**src/rtl/or_gate_unit.sv**
```systemverilog
// or_gate_unit: registered OR / NOR / sticky-OR / OR-reduce stage with a one-cycle valid strobe
module or_gate_unit #(
    parameter int WIDTH = 1
) (
    input  logic             clk,
    input  logic             rst_n,
    input  logic [WIDTH-1:0] a,
    input  logic [WIDTH-1:0] b,
    input  logic             in_valid,
    input  logic [1:0]       mode,
    input  logic             clear,
    output logic [WIDTH-1:0] y,
    output logic             y_valid,
    output logic             any
);
    localparam logic [1:0] MODE_OR    = 2'b00;
    localparam logic [1:0] MODE_NOR   = 2'b01;
    localparam logic [1:0] MODE_ACCUM = 2'b10;

    logic [WIDTH-1:0] y_q, y_d, r;
    logic             y_valid_q, y_valid_d, any_q, any_d;

    always_comb begin
        r = mode == MODE_OR    ? a | b :
            mode == MODE_NOR   ? ~(a | b) :
            mode == MODE_ACCUM ? y_q | a | b :
                                 WIDTH'(|(a | b));
        y_d       = clear ? '0   : in_valid ? r    : y_q;
        any_d     = clear ? 1'b0 : in_valid ? |r   : any_q;
        y_valid_d = in_valid && !clear;
    end

    always_ff @(posedge clk or negedge rst_n) begin
        if (!rst_n) begin
            y_q       <= '0;
            y_valid_q <= 1'b0;
            any_q     <= 1'b0;
        end else begin
            y_q       <= y_d;
            y_valid_q <= y_valid_d;
            any_q     <= any_d;
        end
    end

    assign y       = y_q;
    assign y_valid = y_valid_q;
    assign any     = any_q;
endmodule

```
**config.mk**
```make
export PLATFORM = sky130hd
export DESIGN_NAME = or_gate_unit
export DESIGN_NICKNAME = d
export VERILOG_FILES = /design/src/rtl/or_gate_unit.sv
export SDC_FILE = /design/constraint.sdc
export NUM_CORES = 1
export LEC_CHECK = 0
export BUFFER_PORTS_ARGS = -buffer_cell sky130_fd_sc_hd__clkbuf_2
export CAP_MARGIN = 25
export CORE_AREA = 2 2 39 41
export DETAILED_ROUTE_END_ITERATION = 8
export DIE_AREA = 0 0 41 43
export SKIP_CTS_REPAIR_TIMING = 1
export SYNTH_ARGS = -nofsm -noshare
export SYNTH_HDL_FRONTEND = slang
export SYNTH_SLANG_ARGS = --single-unit
```
**constraint.sdc**
```tcl
create_clock -name clk -period 0.9 [get_ports clk]
set_clock_uncertainty 0.05 [all_clocks]
set_input_delay 0.18 -clock clk [delete_from_list [all_inputs] [get_ports clk]]
set_output_delay 0.18 -clock clk [all_outputs]
set_load 0.01 [all_outputs]
```
# Yosys cells after proc, flatten, opt, wreduce, memory -nomap -nowiden
# Index checks and enable logic that the tools add are counted.
# W data, S select, Z words.
[word_totals]
register_bits = 2
output_inout_bits = 3
elab_cells = 17
[classes]
n_eq_ne = 2
n_mux = 5
bitwise = 4
reduce_logical = 4
[ops]
columns = ["operator", "count"]
rows = [
  ["$mux W1", 5],
  ["$or A1 B1 Y1", 3],
  ["$eq A2 B1 Y1 const B", 1],
  ["$eq A2 B2 Y1 const B", 1],
  ["$logic_not A2 Y1", 1],
  ["$reduce_bool A2 Y1", 1],
  ["$logic_and A1 B1 Y1", 1],
  ["$logic_not A1 Y1", 1],
  ["$not A1 Y1", 1],
]

# Depth between registers and ports, before layout
# Gate-level depths: netlist of the first run.
[logic_depth]
depth_word = 7
ltp_mapped = 3
ltp_nobuf = 3

# Worst setup path after synthesis of the first run
# Ideal clock, no wire load.
[synth_timing]
path_type = "input to register"
startpoint = "in b"
endpoint = "reg any_q, in the netlist any"
setup_time_ns = 0.073
arrival_time_ns = 1.016
t_required_ns = 0.777
setup_slack_ns = -0.239
cell_stages = 3
n_path_buf = 0
cell_sequence = "or4b_1 a31o_1 a21oi_2"
[synth_between]
elab_chain_len = 6
word_cells_on_any_way = 8
classes_between = "mux (5); bitwise (3)"
[synth_rtl]
columns = ["item", "line", "text"]
rows = [
  ["from (decl)", "8", "input logic [WIDTH-1:0] b,"],
  ["$or A1 B1 Y1, on equally long branches", "--", ""],
  ["$mux W1 or $not A1 Y1 (tied branches)", "26, 25", ""],
  ["$mux W1", "25", "mode == MODE_NOR ? ~(a | b) :"],
  ["$mux W1 *", "24", "r = mode == MODE_OR ? a | b :"],
  ["$mux W1 * (2 in series)", "29", "any_d = clear ? 1'b0 : in_valid ? |r : any_q;"],
  ["to (signal assigned)", "41", "any_q <= any_d;"],
  ["to (decl)", "21", "logic y_valid_q, y_valid_d, any_q, any_d;"],
]
# Mark *: on every way between the ends. The rest lies on a longest branch, timed or not. The select of a mux whose other input is x is not followed.
# A chain may end at the register's enable or synchronous reset.

==> results.txt, run 1 <==
----------------------------------------------------
[Run status]
  Result of the run ... complete, but fails checks
  Violated checks ... negative setup slack

[Clock network]
  Number of clock sinks seen by CTS ... 2
  Htree depth ... 1
  Clock insertion delay at the later pin of the skew report ... 0.22 ns
  Max Root-Sink Buffers ... 2
  Master cell of the clock root buffer ... sky130_fd_sc_hd__clkbuf_4
  Clock tree from TritonCTS ... done
  Clock Pin Slew Worst Setup and Hold Paths ... 0.03 ns
  CTS Buf Count ... 3

[Yosys]
  Proportion of register bits with asynchronous set or reset after synthesis ... 1.000
  Cell count after synthesis ... 12
  Post-synthesis instance area ... 116.4 µm²
  Fraction of the yosys area taken by sequential cells ... 0.4301
  Per-instance average area after synthesis ... 9.697 µm²
  Most area-consuming cells after synthesis ... sky130_fd_sc_hd__dfrtp_1 43%, sky130_fd_sc_hd__o21ai_0 8.6%, sky130_fd_sc_hd__or4b_1 8.6%
  Top cell types by occurrence after synthesis ... 2 x sky130_fd_sc_hd__dfrtp_1, 2 x sky130_fd_sc_hd__o21ai_0
  Most frequently used flop master after synthesis ... sky130_fd_sc_hd__dfrtp_1
  Number of enable flip-flop cells after synthesis ... 0
  Yosys warning total ... 0
  Post-synth top area share ... 0.4301
  Synth Net Count ... 20
  Library cell occupying the most area in the post-synthesis netlist ... sky130_fd_sc_hd__dfrtp_1
  Seq cells post-synth ... 2
  Unique cell type count in the Yosys netlist ... 10

[Cells and area]
  Antenna Cells ... 0
  Fin nets ... 38
  Fill cell instance count of the final layout ... 157
  Non-Filler Instances ... 44
  Share of cells above drive strength 1 ... 0.6071
  Area growth from synthesis to layout ... 106.5%

[Setup path]
  Count of cell instances traversed by the critical path ... 1
  Kind of start point of the critical path ... flop
  Cell family with the largest share of critical-path delay ... flip-flops
  Cell chain of the critical path ... buf_2
  Worst Path Required ... 0.67 ns
  RR Endpoint ... any
  Critical path type ... flop to output port
  Worst path arrival time ... 0.76 ns
  FF-to-FF Start ... any
  End point of the critical path ... y
  Launching instance or port of the critical path ... any
  Buffers and inverters on the worst path ... 1
  Maximum single-stage delay on the critical path ... 0.39 ns
  Max Fanout on Critical Path ... 4
  R2R setup slack ... 0.04 ns
  Cell with the biggest individual delay on the critical path ... sky130_fd_sc_hd__dfrtp_1
  Reg2Reg Depth ... 3
  Endpoint class of the critical path ... output port

[GRT]
  Routing usage on met1 ... 0.06070
  GR Overflow Total ... 0
  Antenna violations before repair ... 0
  Via count of the first global-routing pass ... 149
  GRT Max-Usage Layer ... met1
  GRT met2 Usage ... 0.04688
  Overall track demand over capacity in global routing ... 0.05210
  Maximum number of pins on one net before global-route repair ... 5
  Met3 Track Usage GR ... 0.04712
  Global-route wire length before repair ... 538 µm

[Pwr]
  Overall power after layout ... 0.0003700 W
  Part of the total power dissipated in the clock network ... 0.532
  Switching power share of the total ... 0.2261
  Power per cell area ... 1540 mW/mm²
  Pleak ... 0.1207 nW
  Sw Pwr ... 0.00008363 W
  VDD IR-drop max ... 0.3999 mV
  Power Internal ... 0.0002863 W
  Relative contribution of sequential cells to total power ... 0.273
  Share of total power in combinational logic ... 0.195

[Timing]
  Slew margin rel. ... 0.8993
  Crit share post-route ... 1.105
  Minimum clock period after layout ... 0.9943 ns
  Final count of hold timing violations ... 0
  Achievable frequency ... 1006 MHz
  RSZ-0062 raised after global routing ... true
  Worst Setup Slack, final ... -0.09435 ns
  Worst Tran Pin Value ... 0.1494 ns
  Total of endpoints with negative setup slack in the final report ... 4
  Number of max-slew violations in the final report ... 0

[Place]
  Routability congestion estimate from global placement ... 0.6498
  Instance count after placement with tap cells included ... 40
  Number of input and output port buffers inserted ... 10

[Hold path]
  Worst hold-check path type ... input port to flop

[Die]
  I/O pin total ... 11
  Height of the die ... 43 µm
  Width of the die ... 41 µm
  Number of rows in the core area ... 14
  Area of the core region ... 0.001384 mm²
  Total Die Area ... 0.001763 mm²
  Starting Density ... 0.08409

[Route]
  Routed vias ... 144
  DRC errors left ... 0
  Total Wirelength ... 340 µm
  Mean routed wirelength per cell ... 7.727 µm
  DRC marker count from the first detailed-route iteration ... 3
  Post-detailed-route via-to-cell ratio ... 3.273
  First-pass detailed-route iteration total ... 2
  Number of nets still failing antenna checks after routing ... 0

[Job]
  Max Cap Violations ... 0

----------------------------------------------------
through the flow:
step	hold slack (ns)	setup TNS [ns]	instance area, µm²	utilization	worst slack [ns]
3_3_place_gp	-0.08426	-0.3121	201.4	0.1456	-0.3121
6_report	0.07411	-0.2872	240.2	0.1736	-0.09435
2_1_floorplan	-0.1656	-0.1894	116.4	-	-0.1894
5_1_grt	0.06856	-0.4582	240.2	0.1736	-0.1427
4_1_cts	-0.3222	-0.3095	224.0	0.1618	-0.1039
3_5_place_dp	-0.08175	-0.3053	201.4	0.1456	-0.3053
final cells by class:
| type | instances | area [µm²] | share of cell area |
|---|---|---|---|
| repair buffers | 14 | 88.84 | 0.3698 |
| well taps | 16 | 20.02 | 0.08333 |
| flip-flops and latches | 2 | 50.05 | 0.2083 |
| multi-input cells | 9 | 58.81 | 0.2448 |
| clock buffers | 3 | 22.52 | 0.09375 |
worst min path at each step:
stage                     cells after the start  endpoint  start  slack (ns)
after CTS                                     1   y_valid  rst_n       -0.32
after global placement                        1   y_valid  rst_n       -0.08
final                                         2       any  clear        0.07
after floorplan                               0       any  rst_n       -0.17
after global routing                          2       any  clear        0.07
after detailed placement                      1   y_valid  rst_n       -0.08
cells in the final DEF, fill, tap and decap left out:
| master | synthesis | routed |
|---|---|---|
| sky130_fd_sc_hd__a21o_1 | 1 | 1 |
| sky130_fd_sc_hd__a21oi_2 | 1 | 1 |
| sky130_fd_sc_hd__a31o_1 | 1 | 1 |
| sky130_fd_sc_hd__buf_2 | 0 | 1 |
| sky130_fd_sc_hd__buf_4 | 1 | 3 |
| sky130_fd_sc_hd__buf_6 | 0 | 1 |
| sky130_fd_sc_hd__clkbuf_2 | 0 | 8 |
| sky130_fd_sc_hd__clkbuf_4 | 0 | 3 |
| sky130_fd_sc_hd__dfrtp_1 | 2 | 2 |
| sky130_fd_sc_hd__dlygate4sd3_1 | 0 | 1 |
| sky130_fd_sc_hd__nand2_1 | 1 | 1 |
| sky130_fd_sc_hd__nor2_1 | 1 | 1 |
| sky130_fd_sc_hd__nor2b_1 | 1 | 1 |
| sky130_fd_sc_hd__o21ai_0 | 2 | 2 |
| sky130_fd_sc_hd__or4b_1 | 1 | 1 |
power by group through the flow:
stage	Combinational [W]	Sequential (W)	Clock [W]
2_1_floorplan	0.0000260	0.000105	0
3_3_place_gp	0.0000645	0.000102	0
3_5_place_dp	0.0000660	0.000102	0
4_1_cts	0.0000662	0.000102	0.000211
5_1_grt	0.0000819	0.000102	0.000222
6_report	0.0000720	0.000101	0.000197
state kept, by name, indices dropped and copies added, names as in the netlist:
signal and cells:
y_valid 1, any 1
cells by family (layout without fill, tap and decap cells):
group / Yosys count / count (layout) / share of synthesized area
AOI/OAI and AO/OA: 5 / 5 / 0.3011
and+or+nand+nor: 4 / 4 / 0.2043
DFF: 2 / 2 / 0.4301
buffers and inverters: 1 / 17 / 0.06454
metal layers:
layer / up-vias / part of all wire
li1: 76 / -
met1: 57 / 0.49
met2: 11 / 0.34
met3: 0 / 0.17
met4: 0 / 0
met5: - / 0
worst reg2reg max path, cell delays in order (launching register included):
cell                      delay, ns
sky130_fd_sc_hd__dfrtp_1       0.37
sky130_fd_sc_hd__nand2_1       0.07
sky130_fd_sc_hd__a21o_1        0.18
sky130_fd_sc_hd__a21oi_2       0.12
Power figures use the tool's default switching activity.
==> run 2: changes to the inputs <==
Settings changed: CELL_PAD_IN_SITES_DETAIL_PLACEMENT from default to 0, CELL_PAD_IN_SITES_GLOBAL_PLACEMENT from default to 2, PLACE_DENSITY_LB_ADDON from default to 0.3.
==> run 2 against run 1 <==
  * The flow still finishes with violations (negative setup slack)
  * Largest power group unchanged
  * Critical path type unchanged
  * Final area decreased by 2.6%
  * Wire length decreased by 5.9%
  * Sequential power about the same
  * Sequential share of layout area increased by 0.56 points
  * Die area unchanged
  * Clock-buffer cell count unchanged
==> results.txt, run 2 (synthesized netlist as in run 1, its figures left out) <==
----------------------------------------------------
[GRT]
  Maximum number of pins on one net before global-route repair ... 5 (unchanged)
  Via count of the first global-routing pass ... 137 (-8.1%)
  Global-route wire length before repair ... 517 µm (-3.9%)
  GR Overflow Total ... 0 (unchanged)
  Antenna violations before repair ... 0 (unchanged)
  Overall track demand over capacity in global routing ... 0.04705 (-0.005057)

[Setup path]
  RR Endpoint ... any
  Launching instance or port of the critical path ... any
  Buffers and inverters on the worst path ... 1 (unchanged)
  End point of the critical path ... any
  R2R setup slack ... 0.04 ns (about the same)
  Endpoint class of the critical path ... output port
  Cell family with the largest share of critical-path delay ... flip-flops
  Cell with the biggest individual delay on the critical path ... sky130_fd_sc_hd__dfrtp_1
  Cell chain of the critical path ... clkbuf_2
  Reg2Reg Depth ... 3 (unchanged)
  Worst path arrival time ... 0.76 ns (about the same)
  Max Fanout on Critical Path ... 4 (unchanged)
  FF-to-FF Start ... any
  Worst Path Required ... 0.67 ns (about the same)
  Kind of start point of the critical path ... flop
  Critical path type ... flop to output port
  Count of cell instances traversed by the critical path ... 1 (unchanged)
  Maximum single-stage delay on the critical path ... 0.40 ns (about the same)

[Route]
  Detailed-route wire length on metal 1 ... 143 µm (-14%)
  First-pass detailed-route iteration total ... 2 (unchanged)
  Total Wirelength ... 320 µm (-5.9%)
  DRC errors left ... 0 (unchanged)
  Post-detailed-route via-to-cell ratio ... 3.432 (+4.9%)
  Mean routed wirelength per cell ... 7.273 µm (-5.9%)
  Routed vias ... 151 (+4.9%)
  DRC marker count from the first detailed-route iteration ... 2 (-1)
  Routed met3 length ... 59 µm (unchanged)
  Wire length on met2 ... 117 µm (+2.6%)
  Top layer used by detailed routing ... met3
  Number of nets still failing antenna checks after routing ... 0 (unchanged)

[Timing]
  Achievable frequency ... 1013 MHz (+0.75%)
  Crit share post-route ... 1.097 (-0.008191)
  Slew margin rel. ... 0.9062 (+0.006904)
  Number of max-slew violations in the final report ... 0 (unchanged)
  Post-route setup TNS ... -0.2701 ns (+0.01708 ns)
  Final count of hold timing violations ... 0 (unchanged)
  Worst Setup Slack, final ... -0.08698 ns (+0.007372 ns)
  Minimum clock period after layout ... 0.9870 ns (-0.007372 ns)
  Total of endpoints with negative setup slack in the final report ... 4 (unchanged)
  RSZ-0062 raised after global routing ... true
  Worst Tran Pin Value ... 0.1392 ns (-0.01025 ns)

[Pwr]
  Switching power share of the total ... 0.2173 (-0.008707)
  VDD IR-drop max ... 0.3168 mV (-21%)
  Share of total power in combinational logic ... 0.191 (-0.004)
  Relative contribution of sequential cells to total power ... 0.280 (+0.007)
  Sw Pwr ... 0.00007863 W (-6.0%)
  Power Internal ... 0.0002831 W (-1.1%)
  Power per cell area ... 1546 mW/mm² (+0.40%)
  Part of the total power dissipated in the clock network ... 0.529 (-0.003)
  Pleak ... 0.1185 nW (-1.8%)

[Cells and area]
  Fin nets ... 38 (unchanged)
  Share of cells above drive strength 1 ... 0.6071 (unchanged)
  Most common library cell in the layout ignoring fill and taps ... sky130_fd_sc_hd__clkbuf_2
  Commonest cells after routing, fill and taps aside ... 10 x sky130_fd_sc_hd__clkbuf_2, 3 x sky130_fd_sc_hd__clkbuf_4, 3 x sky130_fd_sc_hd__buf_4
  Area taken by flip-flops and latches ... 50.05 µm² (unchanged)
  Non-Filler Instances ... 44 (unchanged)
  Area of the multi-input gates ... 58.81 µm² (unchanged)
  Area growth from synthesis to layout ... 101.1%
  Fill cell instance count of the final layout ... 158 (+0.64%)
  Antenna Cells ... 0 (unchanged)

[Die]
  Area of the core region ... 0.001384 mm² (unchanged)
  Total Die Area ... 0.001763 mm² (unchanged)
  Width of the die ... 41 µm (unchanged)
  Number of rows in the core area ... 14 (unchanged)
  Starting Density ... 0.08409 (unchanged)
  Height of the die ... 43 µm (unchanged)
  I/O pin total ... 11 (unchanged)

[Run status]
  Result of the run ... complete, but fails checks
  Violated checks ... negative setup slack

[Hold path]
  Worst hold-check path type ... input port to flop
  Start point of the worst min-delay path ... clear

[Job]
  Max Cap Violations ... 0 (unchanged)

[Clock network]
  Number of clock sinks seen by CTS ... 2 (unchanged)
  Max Root-Sink Buffers ... 2 (unchanged)
  CTS Buf Count ... 3 (unchanged)
  Htree depth ... 1 (unchanged)
  Master cell of the clock root buffer ... sky130_fd_sc_hd__clkbuf_4
  Clock tree from TritonCTS ... done
  Clock insertion delay at the later pin of the skew report ... 0.22 ns (about the same)
  Clock Pin Slew Worst Setup and Hold Paths ... 0.03 ns (about the same)

[Place]
  Instance count after placement with tap cells included ... 40 (unchanged)
  Number of input and output port buffers inserted ... 10 (unchanged)
  Routability congestion estimate from global placement ... 0.6793 (+4.5%)

----------------------------------------------------
-- run 2: cell types whose count changed in the layout (fill, tap and decap cells not counted) --
| cell | before | now |
|---|---|---|
| sky130_fd_sc_hd__clkbuf_2 | 8 | 10 |
| sky130_fd_sc_hd__buf_6 | 1 | 0 |
| sky130_fd_sc_hd__buf_2 | 1 | 0 |
-- run 2: routing by layer --
metal / GRT usage / vias to the layer above
li1: - / 76
met1: 0.05096 / 62
met4: 0.04000 / 0
met2: 0.05938 / 13
met5: 0 / -
met3: 0.03141 / 0
-- run 2: final cells by class --
cell class              instances  area share
multi-input cells               9      0.2513
repair buffers                 14      0.3529
well taps                      16     0.08556
clock buffers                   3     0.09626
flip-flops and latches          2      0.2139
-- run 2: power by group through the flow --
stage / sequential (W) / combinational, W / clock (W)
6_report: 0.000101 / 0.0000689 / 0.000191
4_1_cts: 0.000102 / 0.0000673 / 0.000204
3_5_place_dp: 0.000103 / 0.0000670 / 0
5_1_grt: 0.000102 / 0.0000786 / 0.000217
3_3_place_gp: 0.000102 / 0.0000646 / 0
2_1_floorplan: 0.000105 / 0.0000260 / 0
-- run 2: worst min path at each step --
stage                     slack, ns  endpoint  depth (start not counted)
after floorplan               -0.17       any                          0
after global placement        -0.08   y_valid                          1
after detailed placement      -0.08   y_valid                          1
after CTS                     -0.32   y_valid                          1
after global routing           0.08       any                          2
final                          0.09       any                          2
-- run 2: metrics by stage --
| step | cell area [µm²] | util | power [W] | hold WS [ns] | setup WS [ns] |
|---|---|---|---|---|---|
| 5_1_grt | 234.0 | 0.1691 | 0.0003978 | 0.08237 | -0.1388 |
| 3_5_place_dp | 201.4 | 0.1456 | 0.0001696 | -0.07905 | -0.3104 |
| 3_3_place_gp | 201.4 | 0.1456 | 0.0001667 | -0.08489 | -0.3029 |
| 2_1_floorplan | 116.4 | - | 0.0001310 | -0.1656 | -0.1894 |
| 4_1_cts | 224.0 | 0.1618 | 0.0003727 | -0.3152 | -0.1022 |
| 6_report | 234.0 | 0.1691 | 0.0003618 | 0.08653 | -0.08698 |
